--- config.mk ---
export PLATFORM = sky130hd
export DESIGN_NAME = sram_wb_ctrl
export DESIGN_NICKNAME = d
export VERILOG_FILES = /design/src/rtl/sram_ctrl_pkg.sv /design/src/rtl/sram_wait_cnt.sv /design/src/rtl/sram_wb_ctrl.sv
export SDC_FILE = /design/constraint.sdc
export NUM_CORES = 1
export LEC_CHECK = 0
export ABC_AREA = 1
export BUFFER_PORTS_ARGS = -buffer_cell sky130_fd_sc_hd__buf_4
export CAP_MARGIN = 25
export CORE_MARGIN = 2
export CORE_UTILIZATION = 30
export CTS_CLUSTER_SIZE = 20
export DETAILED_ROUTE_END_ITERATION = 10
export GPL_ROUTABILITY_DRIVEN = 1
export HOLD_SLACK_MARGIN = 0.03
export PLACE_DENSITY = 0.53
export SETUP_SLACK_MARGIN = 0.3
export SYNTH_ARGS = -nofsm -noshare
export SYNTH_HDL_FRONTEND = slang
export SYNTH_SLANG_ARGS = --single-unit
--- constraint.sdc ---
create_clock -name clk_50mhz -period 1.78 [get_ports clk_50mhz]
set_input_delay 0.356 -clock clk_50mhz [delete_from_list [all_inputs] [get_ports clk_50mhz]]
set_output_delay 0.356 -clock clk_50mhz [all_outputs]
set_load 0.01 [all_outputs]
--- src/rtl/sram_ctrl_pkg.sv ---
// Shared types and helpers for the asynchronous SRAM / flash bus controllers.
package sram_ctrl_pkg;

  typedef enum logic [2:0] {
    IDLE,
    SETUP,
    ACCESS,
    HOLD,
    TURN
  } state_t;

  localparam int unsigned WAIT_W = 4;

  // Index of the device that carries byte lane `lane` when each device is chip_dw bits wide.
  function automatic int unsigned lane_to_chip(input int unsigned lane,
                                               input int unsigned chip_dw);
    return lane / (chip_dw / 8);
  endfunction

endpackage

--- src/rtl/sram_wait_cnt.sv ---
// Loadable wait-state down-counter; done is high while the count is zero.
module sram_wait_cnt
  import sram_ctrl_pkg::*;
(
  input  logic              clk,
  input  logic              rst_n,
  input  logic              load,
  input  logic [WAIT_W-1:0] load_val,
  input  logic              en,
  output logic              done
);

  logic [WAIT_W-1:0] count;

  always_ff @(posedge clk or negedge rst_n) begin
    if (!rst_n) begin
      count <= '0;
    end else if (load) begin
      count <= load_val;
    end else if (en && (count != '0)) begin
      count <= count - WAIT_W'(1);
    end
  end

  assign done = (count == '0);

endmodule

--- src/rtl/sram_wb_ctrl.sv ---
// Wishbone classic slave for a bank of asynchronous SRAMs with byte lanes and wait states.
// Define SRAM_TURNAROUND_EN to insert a bus turnaround cycle on a write that follows a read.
module sram_wb_ctrl
  import sram_ctrl_pkg::*;
#(
  parameter  int CHIPS   = 2,
  parameter  int CHIP_DW = 16,
  parameter  int AW      = 18,
  parameter  int RD_WAIT = 1,
  parameter  int WR_WAIT = 1,
  localparam int DW      = CHIPS * CHIP_DW,
  localparam int SW      = DW / 8
) (
  input  logic             clk_50mhz,
  input  logic             reset_n,
  input  logic             wb_cyc_i,
  input  logic             wb_stb_i,
  input  logic             wb_we_i,
  input  logic [AW-1:0]    wb_adr_i,
  input  logic [SW-1:0]    wb_sel_i,
  input  logic [DW-1:0]    wb_dat_i,
  output logic [DW-1:0]    wb_dat_o,
  output logic             wb_ack_o,
  output logic [AW-1:0]    sram_addr_o,
  output logic [DW-1:0]    sram_dat_o,
  input  logic [DW-1:0]    sram_dat_i,
  output logic [SW-1:0]    sram_dq_oe_o,
  output logic [CHIPS-1:0] sram_cen_o,
  output logic [SW-1:0]    sram_ben_o,
  output logic             sram_oen_o,
  output logic             sram_wen_o
);

  state_t state, state_next;

  logic [AW-1:0] req_adr;
  logic [SW-1:0] req_sel;
  logic          req_we;
  logic [DW-1:0] req_dat;
  logic          aborted;

  logic          accept;
  logic          ack_next;
  logic          cnt_done;

  logic [AW-1:0]    cur_adr;
  logic [SW-1:0]    cur_sel;
  logic             cur_we;
  logic [DW-1:0]    cur_dat;
  logic [CHIPS-1:0] chip_en_n;
  logic [DW-1:0]    rd_mask;

  logic [AW-1:0]    addr_next;
  logic [DW-1:0]    dat_next;
  logic [CHIPS-1:0] cen_next;
  logic [SW-1:0]    ben_next;
  logic [SW-1:0]    dq_oe_next;
  logic             oen_next;
  logic             wen_next;

`ifdef SRAM_TURNAROUND_EN
  logic last_rd;
`endif

  // A pending ack blocks acceptance so a master still holding stb is not served twice.
  assign accept = (state == IDLE) && wb_cyc_i && wb_stb_i && !wb_ack_o;

  sram_wait_cnt u_wait_cnt (
    .clk      (clk_50mhz),
    .rst_n    (reset_n),
    .load     (state == SETUP),
    .load_val (req_we ? WAIT_W'(WR_WAIT) : WAIT_W'(RD_WAIT)),
    .en       (state == ACCESS),
    .done     (cnt_done)
  );

  always_comb begin
    state_next = state;
    ack_next   = 1'b0;
    unique case (state)
      IDLE: begin
        if (accept) begin
          if (wb_sel_i == '0) begin
            ack_next = 1'b1;
`ifdef SRAM_TURNAROUND_EN
          end else if (wb_we_i && last_rd) begin
            state_next = TURN;
`endif
          end else begin
            state_next = SETUP;
          end
        end
      end
      TURN:   state_next = SETUP;
      SETUP:  state_next = ACCESS;
      ACCESS: begin
        if (cnt_done) begin
          state_next = HOLD;
          ack_next   = wb_cyc_i && !aborted;
        end
      end
      HOLD:    state_next = IDLE;
      default: state_next = IDLE;
    endcase
  end

  // Strobes are computed for the upcoming state and registered; in IDLE the request is still
  // on the bus, afterwards the latched copy is used.
  always_comb begin
    if (state == IDLE) begin
      cur_adr = wb_adr_i;
      cur_sel = wb_sel_i;
      cur_we  = wb_we_i;
      cur_dat = wb_dat_i;
    end else begin
      cur_adr = req_adr;
      cur_sel = req_sel;
      cur_we  = req_we;
      cur_dat = req_dat;
    end
  end

  always_comb begin
    chip_en_n = '1;
    for (int unsigned c = 0; c < CHIPS; c++) begin
      for (int unsigned l = 0; l < SW; l++) begin
        if (cur_sel[l] && (lane_to_chip(l, CHIP_DW) == c)) begin
          chip_en_n[c] = 1'b0;
        end
      end
    end
  end

  always_comb begin
    rd_mask = '0;
    for (int unsigned l = 0; l < SW; l++) begin
      rd_mask[8*l +: 8] = {8{req_sel[l]}};
    end
  end

  always_comb begin
    addr_next  = sram_addr_o;
    dat_next   = sram_dat_o;
    cen_next   = '1;
    ben_next   = '1;
    dq_oe_next = '0;
    oen_next   = 1'b1;
    wen_next   = 1'b1;
    if (state_next inside {SETUP, ACCESS, HOLD}) begin
      addr_next = cur_adr;
      cen_next  = chip_en_n;
      ben_next  = ~cur_sel;
      if (cur_we) begin
        dq_oe_next = cur_sel;
        dat_next   = cur_dat;
        wen_next   = (state_next != ACCESS);
      end else begin
        oen_next = (state_next == HOLD);
      end
    end
  end

  always_ff @(posedge clk_50mhz or negedge reset_n) begin
    if (!reset_n) begin
      state <= IDLE;
    end else begin
      state <= state_next;
    end
  end

  always_ff @(posedge clk_50mhz or negedge reset_n) begin
    if (!reset_n) begin
      req_adr <= '0;
      req_sel <= '0;
      req_we  <= 1'b0;
      req_dat <= '0;
      aborted <= 1'b0;
    end else if (accept) begin
      req_adr <= wb_adr_i;
      req_sel <= wb_sel_i;
      req_we  <= wb_we_i;
      req_dat <= wb_dat_i;
      aborted <= 1'b0;
    end else if ((state inside {TURN, SETUP, ACCESS}) && !wb_cyc_i) begin
      aborted <= 1'b1;
    end
  end

`ifdef SRAM_TURNAROUND_EN
  always_ff @(posedge clk_50mhz or negedge reset_n) begin
    if (!reset_n) begin
      last_rd <= 1'b0;
    end else if (accept && (wb_sel_i != '0)) begin
      last_rd <= !wb_we_i;
    end
  end
`endif

  always_ff @(posedge clk_50mhz or negedge reset_n) begin
    if (!reset_n) begin
      sram_addr_o  <= '0;
      sram_dat_o   <= '0;
      sram_cen_o   <= '1;
      sram_ben_o   <= '1;
      sram_dq_oe_o <= '0;
      sram_oen_o   <= 1'b1;
      sram_wen_o   <= 1'b1;
      wb_ack_o     <= 1'b0;
      wb_dat_o     <= '0;
    end else begin
      sram_addr_o  <= addr_next;
      sram_dat_o   <= dat_next;
      sram_cen_o   <= cen_next;
      sram_ben_o   <= ben_next;
      sram_dq_oe_o <= dq_oe_next;
      sram_oen_o   <= oen_next;
      sram_wen_o   <= wen_next;
      wb_ack_o     <= ack_next;
      if ((state == ACCESS) && cnt_done && !req_we) begin
        wb_dat_o <= sram_dat_i & rd_mask;
      end
    end
  end

endmodule

==> flow_summary.toml, run 1 <==
[outcome]
status = "finished clean"

[critical_path]
reg2reg_to = "sram_dat_o[27]"
timing.rr.start = "u_wait_cnt.count[1]"
r2r_cells = 11
rrSetupSlack_ps = 120
cp-end-kind = "flop"
worstPathMaxFanout = 8
start_kind = "flop"
required_ps = 2090
worstPathArrival_ps = 1970
critPathKind = "reg2reg"

[floorplan]
core_area_um2 = 22500
die_x_um = 155
die_h_um = 155
pin_count = 186
std_cell_rows = 55
die_area_um2 = 24000
initial_core_util_pct = 30.4

[clocking]
numCtsBuffers = 17
insertion_delay_ps = 420
cts_htree_levels = 4
cts_tree = "done"
clock_sink_count = 158
ctsRootBufferMaster = "clkbuf_16"
clock_path_buffers = 2
clkTransAtPathRegs_ps = 70

[sta]
fin_hold_ws_ps = 173
min_period_over_period_pct = 93.2
fin_worst_skew_ps = 13.5
setup_slack_ps = 121
finalSetupViolCount = 0
post-route-min-period_ps = 1660
hold_viol_final = 0
setup_tns_ps = 0
fmax_mhz = 603
rsz0062_at_grt = "yes"
maxSlewViolCount = 0

[power_and_ir_drop]
p_switching_mw = 6.03
seqPwrFrac_pct = 37.8
comb_power_share_pct = 40.5
p_int_mw = 10.4
irDropWorstVdd_mv = 0.682
clkPwrFrac_pct = 21.7
power_density_nw_per_um2 = 1650
leakage_nw = 5.14
sw_frac_of_total_pct = 36.7

[run]
drv_cap = 0

[placed_design]
preCtsSetupSlack_ps = 163
routabilityCongestion = 0.774
numPortBuffers = 185
dpl_cell_area_um2 = 8570
hpwl_um = 10900

[routing]
wire_per_inst_um = 15.2
vias = 5836
drtAntennaViolNets = 0
via_per_inst = 4.48
drc = 0
drtIter0Drc = 289
firstDrtPassIters = 4
totalWireLength_um = 19800

[global_route]
grt_overflow = 0
antenna_found_initial = 0
grt_first_pass_wirelength_um = 29700
grt_pass1_vias = 5667
grt_max_degree = 68
grt_usage_pct = 15.6

[logic_synthesis]
ys_seq_area_share_pct = 57.9
avgSynthCellArea_um2 = 8.60
synth_largest_area_cell = "dfrtp_1"
synthTopCellsByArea = "dfrtp_1 55%, nand2_1 11%, o21ai_0 10%"
ys_ff_latch = 158
syn_area_um2 = 6850
yosysWarnings = 0
synth.net_count = 888
synth_top_area_share_pct = 54.8
synth_cell_types = 28
synthCells = 796

[cells_and_area]
fin_area_um2 = 9970
antenna_cells = 0
areaGrowthSynthToFinish_pct = 45.7
fin_nets = 1097
layout-drive-gt1-share_pct = 32.0

[hold_path]
whs_endpoint = "wb_dat_o[31]"
whs_path_depth = 3
hold_class = "in2reg"
hp-start = "sram_dat_i[31]"
-- power by group through the flow --
stage                     Sequential, mW  Clock, mW  Combinational (mW)
after floorplan                     6.40          0                2.94
after global placement              6.21          0                5.59
after detailed placement            6.22          0                5.68
after CTS                           6.18       3.68                6.32
after global routing                6.43       3.85                7.47
final                               6.22       3.57                6.65
-- state kept, by name, indices dropped and copies added (netlist names), 4 cells and up --
register / count
req_dat: 32
req_adr: 18
sram_addr_o: 18
u_wait_cnt.count: 4
wb_dat_o: 32
sram_dat_o: 32
sram_dq_oe_o: 4
req_sel: 4
sram_ben_o: 4
-- Yosys cell counts --
| library cell | count |
|---|---|
| conb_1 | 1 |
| nor2_4 | 1 |
| a21oi_1 | 3 |
| o32ai_1 | 1 |
| buf_2 | 19 |
| o22ai_1 | 1 |
| dfstp_2 | 8 |
| o21ai_2 | 1 |
| nand4_1 | 1 |
| o21ai_0 | 140 |
| nor2_1 | 6 |
| dfrtp_1 | 150 |
| o21ai_1 | 24 |
| inv_2 | 3 |
| nor3_4 | 1 |
| nand3_4 | 1 |
| nor2_2 | 3 |
| nor3b_1 | 1 |
| nand2_2 | 4 |
| nand3_1 | 73 |
| clkbuf_1 | 14 |
| clkbuf_2 | 3 |
| buf_4 | 5 |
| nand2_1 | 205 |
| inv_1 | 117 |
| ha_1 | 1 |
| buf_6 | 8 |
| nor3_1 | 1 |
-- critical path, cell delays in order, from the launching register on --
cell,delay [ps]
dfrtp_1,370
inv_2,80
ha_4,150
nand3_4,70
buf_6,130
nor2_4,120
nor2_4,60
nand3_4,160
nand2_8,120
clkbuf_16,190
nand2_1,60
nand2_1,40
-- how the worst max path moves through the flow --
| stage | startpoint | end | slack (ps) | cells after the start |
|---|---|---|---|---|
| 6_report | u_wait_cnt.count[1] | sram_dat_o[27] | 120 | 11 |
| 5_1_grt | u_wait_cnt.count[0] | sram_dat_o[4] | 50 | 11 |
| 4_1_cts | u_wait_cnt.count[0] | wb_dat_o[23] | 160 | 11 |
| 3_5_place_dp | state[1] | sram_dat_o[25] | 160 | 8 |
| 3_3_place_gp | u_wait_cnt.count[0] | sram_dat_o[22] | 200 | 10 |
| 2_1_floorplan | u_wait_cnt.count[0] | sram_dat_o[11] | 310 | 10 |
-- cell families after synthesis --
kind of cell | share of synthesized area [%]
AND/OR/NAND/NOR | 18.5
AO/OA/AOI/OAI | 12.6
buffers and inverters | 10.8
flip-flops | 57.9
adder cells (fa/ha/maj) | 0.183
other | 0.0548
-- metal layers --
metal	share of wire, %	global-route usage, %
met2	46	24.4
met5	0	0
met1	47	21.5
met4	1.8	5.56
met3	4.7	3.20
-- area by class of cell --
| cell class | instances | area [um2] |
|---|---|---|
| clock inverter | 13 | 130 |
| multi-input combinational | 470 | 2340 |
| tap | 285 | 357 |
| clock buffer | 19 | 443 |
| fill | 2205 | 12500 |
| sequential | 158 | 3960 |
| timing repair buffer | 238 | 2280 |
| inverter | 120 | 455 |
-- through the flow --
step | utilization [%] | instances | power (mW)
global placement | 38.1 | 1231 | 11.8
CTS | 42.9 | 1293 | 16.2
detailed placement | 38.1 | 1231 | 11.9
floorplan | - | 796 | 9.34
global route | 44.3 | 1303 | 17.7
finish | 44.3 | 1303 | 16.4
-- timing repair --
action,in CTS,in global routing
endpoints found under the setup margin,92,121
pin swaps,8,2
endpoints found under the hold margin,19,0
buffers inserted,21,0
gates cloned,8,10
resized for setup,45,50
hold buffers,1,0
-- cells in the final DEF (no fill, tap or decap), types with 2 or more instances in the layout --
master      instances
nand3_2             4
dfrtp_1           150
nand3_4             2
nand2_2            18
inv_1             115
clkbuf_16          23
clkinv_4            4
nor2_4              4
buf_6               7
o21ai_2             5
o21ai_0           110
a21oi_1             3
nand2_1           185
buf_4             200
nand2_8             2
dfstp_2             8
inv_6               4
inv_2               4
clkinvlp_4          3
nor2_1              5
buf_8               3
nand2_4             5
buf_12             11
nand3_1            68
buf_16             10
o21ai_1            49
(Power assumes the default switching activity.)
==> run 2, diff against run 1 <==
- ABC_AREA: 1 -> unset
==> run 2 against run 1 <==
Effect of this change: the run now ends with negative setup slack left; register-to-register slack worse by 210 ps; maximum frequency down 11%; worst setup slack worse by 210 ps; sequential share of layout area down 2.6 points; clock power up 6.4%; highest routed layer unchanged.
==> flow_summary.toml, run 2 <==
[cells_and_area]
layout-drive-gt1-share_pct = 65.2
antenna_cells = 0
areaGrowthSynthToFinish_pct = 59.5
fin_nets = 855
fin_area_um2 = 10700
layout_commonest_cell = "buf_4"
reg_top3 = "req_dat: 32 flops, sram_dat_o: 32 flops, wb_dat_o: 32 flops"
most-common-layout-cells = "215 x buf_4, 149 x dfrtp_1, 88 x mux2_2"
stdcell_count = 1056
fillers = 1950

[routing]
drc = 0
drtIter0Drc = 177
via_per_inst = 4.79
firstDrtPassIters = 4
drtAntennaViolNets = 0
vias = 5062
totalWireLength_um = 18900
wire_per_inst_um = 17.9

[logic_synthesis]
ys_ff_latch = 158
ys.flop_type = "dfrtp_1"
avgSynthCellArea_um2 = 13.1
synthCells = 513
synthAdderAreaFrac_pct = 0.187
synth_xor_xnor_area_share_pct = 0.261
syn_area_um2 = 6700
synth_cell_types = 39
async_flop_share_pct = 100
yosys.area_share.simple_pct = 6.82
synth.net_count = 605
synth_edf_count = 0
ys_seq_area_share_pct = 59.2
yosys.cell_count.top_type = "dfrtp_1"
synthMuxAreaShare_pct = 26.8
synth_largest_area_cell = "dfrtp_1"
synthTopCellsByArea = "dfrtp_1 56%, mux2_2 20%, mux2_1 6.2%"
netlist_top_cells_count = "150 x dfrtp_1, 118 x mux2_2, 67 x nand2_1, 39 x o21ai_0, 37 x mux2_1"
synth_top_family_by_area = "multiplexers"
synth_top_area_share_pct = 56.0
synth_compound_area_share_pct = 4.35
yosysWarnings = 0

[power_and_ir_drop]
irDropWorstVdd_mv = 0.715
power_density_nw_per_um2 = 1860
leakage_nw = 4.91
p_total_mw = 19.9

[global_route]
grt_usage_pct = 16.3
grt_overflow = 0
grt_first_pass_wirelength_um = 30400
antenna_found_initial = 0
grt_pass1_vias = 5646
grt_max_degree = 53

[sta]
finalSetupViolCount = 82
rsz0062_at_grt = "yes"
relSlewSlack_pct = 64.3
fmax_mhz = 535
post-route-min-period_ps = 1870
min_period_over_period_pct = 105
worstMarginPinSlew_ps = 536
maxSlewViolCount = 0
hold_viol_final = 0
setup_slack_ps = -89.6
fin_worst_skew_ps = 10.1

[critical_path]
reg2reg_to = "sram_dat_o[31]"
rrSetupSlack_ps = -90
worstPathArrival_ps = 2180
cp-end-kind = "flop"
r2r_cells = 6
worstPathMaxFanout = 32
required_ps = 2090
critPathKind = "reg2reg"
timing.rr.start = "state[2]"
start_kind = "flop"

[floorplan]
die_area_um2 = 23500
std_cell_rows = 54
initial_core_util_pct = 30.6
core_area_um2 = 21900
die_x_um = 153
die_h_um = 153
pin_count = 186

[clocking]
clock_path_buffers = 2
insertion_delay_ps = 430
cts_tree = "done"
clock_sink_count = 158
ctsRootBufferMaster = "clkbuf_16"
clkTransAtPathRegs_ps = 70
numCtsBuffers = 17
cts_htree_levels = 4

[hold_path]
whs_endpoint = "req_dat[29]"
hold_class = "in2reg"
whs_path_depth = 2
hp-start = "wb_dat_i[29]"

[placed_design]
hpwl_um = 11500
dpl_cell_area_um2 = 8770
routabilityCongestion = 0.762
numPortBuffers = 185
place_inst = 979
preCtsSetupSlack_ps = -196

[outcome]
violations = "negative setup slack"
status = "finished with violations"

[run]
drv_cap = 0
run 2: what timing repair did:
item / 4_1_cts / 5_1_grt
hold endpoints to repair: 42 / 0
hold buffers: 1 / 0
pin swaps: 35 / 22
endpoints found under the setup margin: 153 / 155
setup buffers: 25 / 5
gates cloned: 14 / 0
gates resized for setup: 114 / 44
run 2: critical path, cell delays in order (launching register included):
cell     delay [ps]
dfrtp_1         410
nor3_4          260
nand4_1         150
buf_4           180
a21oi_4         140
buf_12          240
mux2_2          360
run 2: logic make-up after synthesis:
group	after synthesis
compound gates	53
simple gates	101
buf+inv	37
other cells	1
mux	160
xor+xnor	2
flops	158
fa+ha+maj	1
run 2: report_power, final:
part	leakage (nW)	switching [mW]	internal (mW)	total (mW)
clock	0.301	1.64	2.16	3.80
combinational	2.74	3.74	5.73	9.48
sequential	1.86	1.22	5.43	6.65
run 2: through the flow:
step                      utilization [%]  setup TNS [ps]  hold slack (ps)
after floorplan                         -            -769             60.4
after global placement               40.1          -12430              353
after detailed placement             40.1          -12540              362
after CTS                            47.7           -5630              147
after global routing                 48.8          -13160              148
final                                48.8           -4380              168
run 2: layout make-up:
cell class / instances / area [um2] / share of cell area [%]
repair buffers: 262 / 2540 / 23.8
multi-input cells: 318 / 3190 / 29.9
clock inverters: 14 / 170 / 1.59
inverters: 6 / 22.5 / 0.211
clock buffers: 18 / 439 / 4.11
well taps: 280 / 350 / 3.28
flip-flops and latches: 158 / 3970 / 37.1
run 2: worst max path at each step:
stage                            from  slack, ps         endpoint  cells past startpoint
final                        state[2]        -90   sram_dat_o[31]                      6
after global routing         state[2]       -180   sram_dat_o[19]                      6
after CTS                    state[2]        -90   sram_dat_o[31]                      6
after detailed placement  wb_sel_i[0]       -200   sram_addr_o[9]                      6
after global placement    wb_sel_i[0]       -180  sram_addr_o[11]                      6
after floorplan              state[1]        -30   sram_dat_o[10]                      5
run 2: metal layers:
metal | GRT usage, % | vias up | wire length, um
li1 | - | 2307 | -
met1 | 18.9 | 2544 | 7610
met2 | 28.1 | 185 | 9450
met3 | 5.73 | 26 | 1520
met4 | 5.29 | 0 | 354
met5 | 0 | - | 0
==> run 3, diff against run 2 <==
--- a/config.mk
+++ b/config.mk
@@ -9,10 +9,10 @@
 export CAP_MARGIN = 25
 export CORE_MARGIN = 2
-export CORE_UTILIZATION = 30
+export CORE_UTILIZATION = 45
 export CTS_CLUSTER_SIZE = 20
 export DETAILED_ROUTE_END_ITERATION = 10
 export GPL_ROUTABILITY_DRIVEN = 1
 export HOLD_SLACK_MARGIN = 0.03
-export PLACE_DENSITY = 0.53
+export PLACE_DENSITY = 0.72
 export SETUP_SLACK_MARGIN = 0.3
 export SYNTH_ARGS = -nofsm -noshare
==> constraint.sdc (replaced) <==
create_clock -name clk_50mhz -period 1.78 [get_ports clk_50mhz]
set_input_delay 0.356 -clock clk_50mhz [delete_from_list [all_inputs] [get_ports clk_50mhz]]
set_output_delay 0.356 -clock clk_50mhz [all_outputs]
set_load 0.02 [all_outputs]
==> run 3 against run 2 <==
Effect of this change: final area is 2.2% higher; the run still ends with negative setup slack left; maximum frequency is 1.4% lower; combinational power is 21% higher; non-clock buffer count is 5 higher; die area is 33% lower; clock power is 4% lower; utilization is 26 points higher.
==> flow_summary.toml, run 3 (synthesis results as in run 2) <==
[sta]
fin_worst_skew_ps = 13.3
finalSetupViolCount = 98
min_period_over_period_pct = 107
hold_viol_final = 0
post-route-min-period_ps = 1900
fmax_mhz = 527
setup_slack_ps = -117
rsz0062_at_grt = "yes"
maxSlewViolCount = 0
worstMarginPinSlew_ps = 541
relSlewSlack_pct = 63.9

[floorplan]
std_cell_rows = 44
pin_count = 186
initial_core_util_pct = 46.1
die_area_um2 = 15900
core_area_um2 = 14500
die_x_um = 126
die_h_um = 126

[global_route]
grt_pass1_vias = 5615
grt_overflow = 0
grt_max_degree = 52
grt_usage_pct = 24.6
grt_first_pass_wirelength_um = 30400
antenna_found_initial = 0

[critical_path]
required_ps = 2080
worstPathArrival_ps = 2200
critPathKind = "reg2reg"
worstPathMaxFanout = 6
crit_family = "multiplexers"
cpMaxStageDelayCell = "dfrtp_1"
cp.buffers_inverters = 3
r2r_cells = 7
start_kind = "flop"
rrSetupSlack_ps = -120
cpPeakStageDelay_ps = 410
reg2reg_to = "sram_dat_o[10]"
worstPathCellList = "nor3_4 > buf_6 > mux2i_2 > a21oi_4 > buf_12 > clkbuf_16 > mux2_1"
crit_start = "state[0]"
crit_end = "sram_dat_o[10]"
cp_num_cells = 7
cp-end-kind = "flop"
timing.rr.start = "state[0]"

[placed_design]
hpwl_um = 10900
routabilityCongestion = 0.861
preCtsSetupSlack_ps = -214
numPortBuffers = 185

[power_and_ir_drop]
clkPwrFrac_pct = 16.6
leakage_nw = 5.03
sw_frac_of_total_pct = 35.6
power_density_nw_per_um2 = 2020
seqPwrFrac_pct = 31.3
p_switching_mw = 7.84
irDropWorstVdd_mv = 1.25
comb_power_share_pct = 52.1
p_int_mw = 14.2

[clocking]
clock_sink_count = 158
clkTransAtPathRegs_ps = 60
ctsRootBufferMaster = "clkbuf_16"
insertion_delay_ps = 430
cts_htree_levels = 4
numCtsBuffers = 17
clock_path_buffers = 2
cts_tree = "done"

[outcome]
status = "finished with violations"
violations = "negative setup slack"

[routing]
drc = 0
vias = 5255
drtAntennaViolNets = 0
via_per_inst = 5.45
firstDrtPassIters = 4
drtIter0Drc = 221
totalWireLength_um = 20800
wire_per_inst_um = 21.6

[cells_and_area]
fin_nets = 860
most-common-layout-cells = "209 x buf_4, 150 x dfrtp_1, 71 x mux2_4"
areaGrowthSynthToFinish_pct = 63.0
reg_top3 = "req_dat: 32 flops, sram_dat_o: 32 flops, wb_dat_o: 32 flops"
layout_commonest_cell = "buf_4"
post-route-util_pct = 75.1
antenna_cells = 0
layout-drive-gt1-share_pct = 68.1
fillers = 859

[run]
drv_cap = 0

[hold_path]
hold_class = "in2reg"
==> run 3: layout make-up <==
class / instances / area (um2) / area share [%]
repair buffers: 267 / 2660 / 24.4
clock buffers: 24 / 492 / 4.50
clock inverters: 8 / 106 / 0.974
inverters: 6 / 22.5 / 0.206
multi-input cells: 318 / 3440 / 31.5
flip-flops and latches: 158 / 3960 / 36.3
well taps: 184 / 230 / 2.11
==> run 3: worst reg2reg max path: stages (launching register included) <==
cell and delay [ps]:
dfrtp_1 410, nor3_4 220, buf_6 150, mux2i_2 310
a21oi_4 60, buf_12 160, clkbuf_16 160, mux2_1 300
==> run 3: worst min path at each step <==
| stage | from | end | slack (ps) | depth (start not counted) |
|---|---|---|---|---|
| 2_1_floorplan | reset_n | aborted | 60 | 0 |
| 3_3_place_gp | reset_n | wb_dat_o[30] | 350 | 1 |
| 3_5_place_dp | reset_n | wb_dat_o[30] | 350 | 1 |
| 4_1_cts | wb_dat_i[0] | req_dat[0] | 150 | 2 |
| 5_1_grt | wb_dat_i[0] | req_dat[0] | 150 | 2 |
| 6_report | wb_dat_i[0] | req_dat[0] | 160 | 2 |
==> run 3: power groups by stage <==
stage / logic [mW] / clock network, mW / registers (mW)
after floorplan: 4.14 / 0 / 7.54
after global placement: 8.01 / 0 / 6.45
after detailed placement: 8.29 / 0 / 6.57
after CTS: 10.1 / 3.70 / 6.71
after global routing: 12.1 / 3.89 / 7.09
final: 11.5 / 3.66 / 6.89
==> run 3: repair_timing <==
item / CTS / global route
cloned: 12 / 6
endpoints found under the setup margin: 154 / 156
hold buffers: 1 / 0
resized for setup: 169 / 66
pin swaps: 63 / 21
endpoints found under the hold margin: 42 / 0
buffers inserted: 26 / 7
==> run 3: layer usage <==
| layer | GRT usage, % | part of all wire [%] |
|---|---|---|
| met1 | 29.5 | 38 |
| met3 | 7.86 | 7.3 |
| met4 | 8.08 | 3.3 |
| met2 | 42.1 | 52 |
| met5 | 0 | 0 |
==> run 3: metrics by stage <==
stage / hold slack, ps / area, um2 / cells / power [mW] / TNS (ps)
6_report: 161 / 10900 / 965 / 22.0 / -7550
5_1_grt: 153 / 10900 / 965 / 23.1 / -13530
4_1_cts: 153 / 10400 / 952 / 20.5 / -3300
3_5_place_dp: 353 / 8660 / 881 / 14.9 / -12920
3_3_place_gp: 346 / 8660 / 881 / 14.5 / -10260
2_1_floorplan: 60.4 / 6910 / 513 / 11.7 / -769
